==> config.mk <==
export PLATFORM = sky130hd
export DESIGN_NAME = param_acc_cpu
export DESIGN_NICKNAME = d
export VERILOG_FILES = /design/src/rtl/param_acc_cpu_pkg.sv /design/src/rtl/param_acc_cpu_mul.sv /design/src/rtl/param_acc_cpu.sv
export SDC_FILE = /design/constraint.sdc
export NUM_CORES = 1
export LEC_CHECK = 0
export BUFFER_PORTS_ARGS = -buffer_cell sky130_fd_sc_hd__clkbuf_2
export CAP_MARGIN = 15
export CELL_PAD_IN_SITES_DETAIL_PLACEMENT = 0
export CELL_PAD_IN_SITES_GLOBAL_PLACEMENT = 1
export CORE_MARGIN = 1
export CORE_UTILIZATION = 40
export DETAILED_ROUTE_END_ITERATION = 8
export PLACE_DENSITY_LB_ADDON = 0.1
export SYNTH_ARGS = -nofsm -noshare
export SYNTH_HDL_FRONTEND = slang
export SYNTH_SLANG_ARGS = --single-unit
==> constraint.sdc <==
create_clock -name clock -period 7.6 [get_ports clock]
set_clock_uncertainty 0.15 [all_clocks]
set_input_delay 1.9 -clock clock [delete_from_list [all_inputs] [get_ports clock]]
set_output_delay 1.9 -clock clock [all_outputs]
set_load 0.1 [all_outputs]
==> src/rtl/param_acc_cpu_pkg.sv <==
// Shared constants for the parametrised accumulator core: opcode field width,
// opcode values and the FSM state encoding.
package param_acc_cpu_pkg;

    localparam int OPC_W = 4;

    localparam logic [OPC_W-1:0] OP_NOP  = 4'd0;
    localparam logic [OPC_W-1:0] OP_LDI  = 4'd1;
    localparam logic [OPC_W-1:0] OP_ADDI = 4'd2;
    localparam logic [OPC_W-1:0] OP_SUBI = 4'd3;
    localparam logic [OPC_W-1:0] OP_MOV  = 4'd4;
    localparam logic [OPC_W-1:0] OP_LDR  = 4'd5;
    localparam logic [OPC_W-1:0] OP_ADD  = 4'd6;
    localparam logic [OPC_W-1:0] OP_SUB  = 4'd7;
    localparam logic [OPC_W-1:0] OP_AND  = 4'd8;
    localparam logic [OPC_W-1:0] OP_XOR  = 4'd9;
    localparam logic [OPC_W-1:0] OP_SHL  = 4'd10;
    localparam logic [OPC_W-1:0] OP_SHR  = 4'd11;
    localparam logic [OPC_W-1:0] OP_MUL  = 4'd12;
    localparam logic [OPC_W-1:0] OP_OUT  = 4'd13;
    localparam logic [OPC_W-1:0] OP_HALT = 4'd14;

    localparam logic [1:0] ST_IDLE   = 2'd0;
    localparam logic [1:0] ST_EXEC   = 2'd1;
    localparam logic [1:0] ST_MUL    = 2'd2;
    localparam logic [1:0] ST_HALTED = 2'd3;

endpackage

==> src/rtl/param_acc_cpu_mul.sv <==
// Iterative shift-add multiplier returning the low DATA_W bits of a*b.
// A start pulse loads the operands; o_done is high on the DATA_W-th cycle
// after start, and o_product is valid in that same cycle.
module seq_multiplier #(
    parameter int DATA_W = 16
) (
    input  logic              clock,
    input  logic              reset,
    input  logic              i_start,
    input  logic [DATA_W-1:0] i_a,
    input  logic [DATA_W-1:0] i_b,
    output logic              o_done,
    output logic [DATA_W-1:0] o_product
);
    import param_acc_cpu_pkg::*;

    localparam int CNT_W = $clog2(DATA_W);

    logic [DATA_W-1:0] r_a;
    logic [DATA_W-1:0] r_b;
    logic [DATA_W-1:0] r_p;
    logic [CNT_W-1:0]  r_cnt;
    logic              r_run;
    logic [DATA_W-1:0] w_p_next;

    // Partial product after the current step; the final step's value is the result.
    always_comb begin
        w_p_next = r_p;
        if (r_b[0]) begin
            w_p_next = r_p + r_a;
        end
    end

    assign o_done    = r_run && (r_cnt == '0);
    assign o_product = w_p_next;

    // One multiplier bit per cycle; the down-counter's terminal count ends the run.
    always_ff @(posedge clock or negedge reset) begin
        if (!reset) begin
            r_a   <= '0;
            r_b   <= '0;
            r_p   <= '0;
            r_cnt <= '0;
            r_run <= 1'b0;
        end else if (i_start) begin
            r_a   <= i_a;
            r_b   <= i_b;
            r_p   <= '0;
            r_cnt <= CNT_W'(DATA_W - 1);
            r_run <= 1'b1;
        end else if (r_run) begin
            r_p <= w_p_next;
            r_a <= r_a << 1;
            r_b <= r_b >> 1;
            if (r_cnt == '0) begin
                r_run <= 1'b0;
            end else begin
                r_cnt <= r_cnt - CNT_W'(1);
            end
        end
    end

endmodule

==> src/rtl/param_acc_cpu.sv <==
// Parametrised accumulator core with a valid/ready instruction stream,
// register file, Z/C flags, iterative multiplier and a sticky HALT.
//
// state   | meaning
// IDLE    | ready for an instruction
// EXEC    | executing the captured instruction (one cycle)
// MUL     | waiting DATA_W cycles for the multiplier
// HALTED  | stopped until reset
module param_acc_cpu #(
    parameter int DATA_W = 16,
    parameter int ARG_W  = 8,
    parameter int NREGS  = 4
) (
    input  logic                clock,
    input  logic                reset,
    input  logic [ARG_W+3:0]    in_instr,
    input  logic                in_valid,
    output logic                in_ready,
    output logic [DATA_W-1:0]   outvalue,
    output logic                out_valid,
    output logic                busy,
    output logic                halted,
    output logic                flag_z,
    output logic                flag_c
);
    import param_acc_cpu_pkg::*;

    localparam int IDX_W = $clog2(NREGS);

    logic [1:0]             r_state;
    logic                   r_live;
    logic [ARG_W+3:0]       r_ir;
    logic [DATA_W-1:0]      r_acc;
    logic [DATA_W-1:0]      r_regs [NREGS];
    logic [DATA_W-1:0]      r_outvalue;
    logic                   r_out_valid;
    logic                   r_z;
    logic                   r_c;

    logic [OPC_W-1:0]       w_op;
    logic [ARG_W-1:0]       w_arg;
    logic [IDX_W-1:0]       w_idx;
    logic [DATA_W-1:0]      w_imm;
    logic [DATA_W-1:0]      w_reg;
    logic [DATA_W-1:0]      w_acc_next;
    logic                   w_c_next;
    logic                   w_wr_acc;
    logic                   w_wr_c;
    logic [DATA_W:0]        w_ext;
    logic                   w_mul_start;
    logic                   w_mul_done;
    logic [DATA_W-1:0]      w_mul_product;

    assign w_op  = r_ir[ARG_W +: OPC_W];
    assign w_arg = r_ir[ARG_W-1:0];
    assign w_idx = w_arg[IDX_W-1:0];
    assign w_imm = DATA_W'(w_arg);
    assign w_reg = r_regs[w_idx];

    assign w_mul_start = (r_state == ST_EXEC) && (w_op == OP_MUL);

    // in_ready waits one clock after reset release so nothing is accepted during reset.
    assign in_ready  = r_live && (r_state == ST_IDLE);
    assign busy      = (r_state == ST_EXEC) || (r_state == ST_MUL);
    assign halted    = (r_state == ST_HALTED);
    assign outvalue  = r_outvalue;
    assign out_valid = r_out_valid;
    assign flag_z    = r_z;
    assign flag_c    = r_c;

    seq_multiplier #(.DATA_W(DATA_W)) u_mul (
        .clock     (clock),
        .reset     (reset),
        .i_start   (w_mul_start),
        .i_a       (r_acc),
        .i_b       (w_reg),
        .o_done    (w_mul_done),
        .o_product (w_mul_product)
    );

    // Single-cycle ALU: next accumulator and carry for the captured opcode.
    always_comb begin
        w_acc_next = r_acc;
        w_c_next   = r_c;
        w_wr_acc   = 1'b0;
        w_wr_c     = 1'b0;
        w_ext      = '0;
        case (w_op)
            OP_LDI: begin
                w_acc_next = w_imm;
                w_wr_acc   = 1'b1;
            end
            OP_ADDI, OP_ADD: begin
                w_ext      = {1'b0, r_acc} + {1'b0, (w_op == OP_ADD) ? w_reg : w_imm};
                w_acc_next = w_ext[DATA_W-1:0];
                w_c_next   = w_ext[DATA_W];
                w_wr_acc   = 1'b1;
                w_wr_c     = 1'b1;
            end
            OP_SUBI, OP_SUB: begin
                w_ext      = {1'b0, r_acc} - {1'b0, (w_op == OP_SUB) ? w_reg : w_imm};
                w_acc_next = w_ext[DATA_W-1:0];
                w_c_next   = w_ext[DATA_W];
                w_wr_acc   = 1'b1;
                w_wr_c     = 1'b1;
            end
            OP_LDR: begin
                w_acc_next = w_reg;
                w_wr_acc   = 1'b1;
            end
            OP_AND: begin
                w_acc_next = r_acc & w_reg;
                w_wr_acc   = 1'b1;
            end
            OP_XOR: begin
                w_acc_next = r_acc ^ w_reg;
                w_wr_acc   = 1'b1;
            end
            OP_SHL: begin
                w_acc_next = {r_acc[DATA_W-2:0], 1'b0};
                w_c_next   = r_acc[DATA_W-1];
                w_wr_acc   = 1'b1;
                w_wr_c     = 1'b1;
            end
            OP_SHR: begin
                w_acc_next = {1'b0, r_acc[DATA_W-1:1]};
                w_c_next   = r_acc[0];
                w_wr_acc   = 1'b1;
                w_wr_c     = 1'b1;
            end
            default: ;
        endcase
    end

    // Sequencer, architectural state and output register.
    always_ff @(posedge clock or negedge reset) begin
        if (!reset) begin
            r_state     <= ST_IDLE;
            r_live      <= 1'b0;
            r_ir        <= '0;
            r_acc       <= '0;
            r_outvalue  <= '0;
            r_out_valid <= 1'b0;
            r_z         <= 1'b0;
            r_c         <= 1'b0;
            for (int i = 0; i < NREGS; i++) begin
                r_regs[i] <= '0;
            end
        end else begin
            r_live      <= 1'b1;
            r_out_valid <= 1'b0;
            case (r_state)
                ST_IDLE: begin
                    if (in_valid && in_ready) begin
                        r_ir    <= in_instr;
                        r_state <= ST_EXEC;
                    end
                end
                ST_EXEC: begin
                    if (w_wr_acc) begin
                        r_acc <= w_acc_next;
                        r_z   <= (w_acc_next == '0);
                    end
                    if (w_wr_c) begin
                        r_c <= w_c_next;
                    end
                    if (w_op == OP_MOV) begin
                        r_regs[w_idx] <= r_acc;
                    end
                    if (w_op == OP_OUT) begin
                        r_outvalue  <= r_acc;
                        r_out_valid <= 1'b1;
                    end
                    if (w_op == OP_MUL) begin
                        r_state <= ST_MUL;
                    end else if (w_op == OP_HALT) begin
                        r_state <= ST_HALTED;
                    end else begin
                        r_state <= ST_IDLE;
                    end
                end
                ST_MUL: begin
                    if (w_mul_done) begin
                        r_acc   <= w_mul_product;
                        r_z     <= (w_mul_product == '0);
                        r_c     <= 1'b0;
                        r_state <= ST_IDLE;
                    end
                end
                default: r_state <= ST_HALTED;
            endcase
        end
    end

endmodule
==> key figures <==
Critical path
  – Crit path launch type: register
  – Worst Path Max Fanout: 42
  – Arrival time at the worst endpoint: between 5 and 6 ns
  – Reg-to-reg slack, setup: 2.59 ns
  – Type of element capturing the critical path: register
  – Worst Path Required: 7.82 ns
  – Kind of critical path: reg2reg

Detailed routing
  – Initial drt markers: roughly 690
  – Drt pass-1 iters: 9
  – Via count: 9420
  – DRC: 1
  – Drt via density: 5.939
  – WL/cell: about 23 um
  – Post-Route WL: between 30000 and 40000 um
  – Routed Antenna Nets: 0

Synth
  – Simple-gate share of the synthesized area: 12.28%
  – Synthesized instance count: 1193
  – Syn_nets: 1284
  – Compound-gate portion of the synthesized area: 18.86%
  – Post-synth EDFFs: 0
  – Largest cells by area after synthesis: dfrtp_1 36%, mux2_2 9.9%, ha_1 7.9%
  – Largest family of logic cells by synthesized area: compound AO/OA/AOI/OAI gates
  – Register area share after synthesis: between 30 and 40%
  – Async SR Flop Fraction: 100.0%
  – Yosys top cell by area: dfrtp_1
  – Post-synth top area share: 35.98%
  – Adder-cell share of the synthesized area: 8.382%
  – Synthesized area: 0.01161 mm^2
  – Ys Warns: 0
  – Synth Area in XOR/XNOR: 1.961%
  – #FFs+latches synth: between 150 and 200
  – Syn Area/Cell: between 9 and 10 um^2
  – Mux share of post-synthesis cell area: 18.63%
  – Top FF cell, synth: dfrtp_1
  – Yosys cell types: around 80

STA
  – Worst-margin pin slew: 1.059 ns
  – Setup TNS: 0 ns
  – FMAX: 0.1995 GHz
  – Rel. slew slack: 29.42%
  – Final period util: roughly two thirds
  – Final hold vios: 0
  – Final critical-path required period: 5.013 ns
  – Pins Over Slew Limit: 0
  – RSZ-0062 raised after global routing: no
  – Setup violators final: 0
  – PnR worst setup slack: 2.587 ns

Floorplanning
  – Initial Util: between 40 and 50%
  – Die Area: 0.02972 mm^2
  – Core box area: 0.02863 mm^2
  – Width of the die: 172.4 um
  – Row count: 62
  – Die Y-Extent: 172.4 um
  – Top-level port count: 37

Clocking
  – CTS buffer count: 17
  – Sink Count: 167
  – Worst-skew pair later-pin latency: 0.45 ns
  – Root buffer cell: clkbuf_16
  – Post-CTS Setup Inserts: 0
  – TritonCTS clock tree: done
  – Clock buffer depth: 2
  – H-tree lvl count: 4
  – Post-CTS sizing: 0
  – Clock transition at path regs: 0.08 ns
  – Hold_buf cts: 0

Cells and area
  – Most common library cell in the layout ignoring fill and taps: dfrtp_1
  – Register area: around 0.0042 mm^2
  – Antenna cells: 0
  – Ratio of cells with drive above 1 in the final layout: a little under a fifth
  – Final #Nets: approximately 1300
  – Synth-to-layout area growth: 9.621%
  – Final Cell Area: 0.01273 mm^2
  – # fillers: about 2800
  – Commonest cells after routing, fill and taps aside: 166 x dfrtp_1, 102 x mux2_2, 94 x nand2_1
  – Non-filler cells, final: 1586
  – Multi-input logic area: 0.006992 mm^2

Global route
  – First-pass GRT wire length: 55540 um
  – Initial antenna violation count: 1
  – Vias in the first global route: ~9200
  – Overall Global Routing Usage: 25.64%
  – Gr ovfl total: 0
  – Pin count of the biggest net entering global routing: 74

Worst hold path
  – Worst hold-check path type: reg2reg

Placed design
  – Placed Area: 0.01209 mm^2
  – Gpl congestion: 0.8906
  – Place WS: 2.499 ns
  – Final HPWL from detailed placement: approximately 26000 um
  – I/O Buffers: 36
  – Placed cells: ~1600

Power and ir drop
  – LEAKAGE: 5.765 nW
  – PwrDens: around 140 mW/mm^2
  – VDD IR max: around 260 uV
  – Tot Pwr: 0.001804 W

Run status
  – Outcome: finished with violations
  – Failing checks: design-rule violations

Flow run
  – Max-cap viol count: 0
[sequential cells by signal, indices dropped and copies added (netlist names)]
register	count
r_regs	64
outvalue	16
r_acc	16
u_mul.r_a	16
u_mul.r_b	16
u_mul.r_p	16
r_ir	12
u_mul.r_cnt	4
r_state	2
flag_c	1
flag_z	1
out_valid	1
r_live	1
u_mul.r_run	1
[final timing paths]
path                                  from             to  depth (start not counted)
worst max register to register     r_ir[8]         flag_z                         17
min in group asynchronous            reset  u_mul.r_p[13]                          1
max in group asynchronous            reset     r_regs[45]                          2
worst max-delay path               r_ir[8]         flag_z                         17
worst min register to register  r_regs[48]     r_regs[48]                          2
worst min-delay path            r_regs[48]     r_regs[48]                          2
[critical path, stage by stage, from the launching register on]
cell      delay (ns)
dfrtp_1         0.37
buf_4           0.42
nand2_1         0.21
nor2_1          0.18
buf_4           0.27
mux2_2          0.21
ha_1            0.13
inv_1           0.05
fa_1            0.41
a211oi_1        0.40
o21ai_1         0.20
and3_1          0.20
o31ai_1         0.30
o311ai_1        0.18
o32ai_2         0.40
o211ai_1        0.13
or4_1           0.53
o21bai_1        0.16
[report_power, final]
group          switching, W  internal (W)
clock              0.000422      0.000472
combinational     0.0000189    0.00000356
sequential     0.0000000395      0.000888
total              0.000441       0.00136
[cells by family after synthesis]
kind of cell    count (synthesis)
flops                         167
compound gates                330
other cells                     1
xor+xnor                       26
mux                           183
buf+inv                       110
fa+ha+maj                      76
simple gates                  300
[layout make-up]
| type | count | area share (%) |
|---|---|---|
| flip-flops and latches | 167 | 32.84 |
| clock inverters | 15 | 1.455 |
| multi-input cells | 916 | 54.92 |
| clock buffers | 17 | 3.342 |
| inverters | 30 | 0.8845 |
| repair buffers | 57 | 2.791 |
| well taps | 384 | 3.774 |
[layer usage]
| layer | track usage, % | share of wire, % |
|---|---|---|
| met2 | 40.27 | 46 |
| met3 | 4.555 | 5.0 |
| met4 | 9.619 | 2.5 |
| met1 | 35.09 | 46 |
| met5 | 0 | 0 |
[cell usage after synthesis, types with 9 or more instances]
cell / instances
nor2_1: 81
mux4_2: 15
o32ai_1: 12
xnor2_1: 19
o211ai_1: 13
clkbuf_1: 57
dfrtp_1: 167
a21oi_1: 79
buf_1: 9
buf_2: 11
o21ai_0: 85
and2_1: 14
o31ai_1: 9
ha_1: 73
mux2_2: 102
and3_1: 12
a21o_1: 20
inv_1: 28
nor3_1: 16
mux2i_1: 65
nand3_1: 25
a211oi_1: 24
nand2_1: 94
nand2b_1: 9
nor2b_1: 11
[stage by stage]
step | util [%] | hold WS [ns]
3_5_place_dp | 42.25 | 0.3193
5_1_grt | 44.47 | 0.3546
6_report | 44.47 | 0.3319
3_3_place_gp | 42.25 | 0.3130
2_1_floorplan | - | 0.2948
4_1_cts | 44.38 | 0.3350
Power figures use the tool's default switching activity.
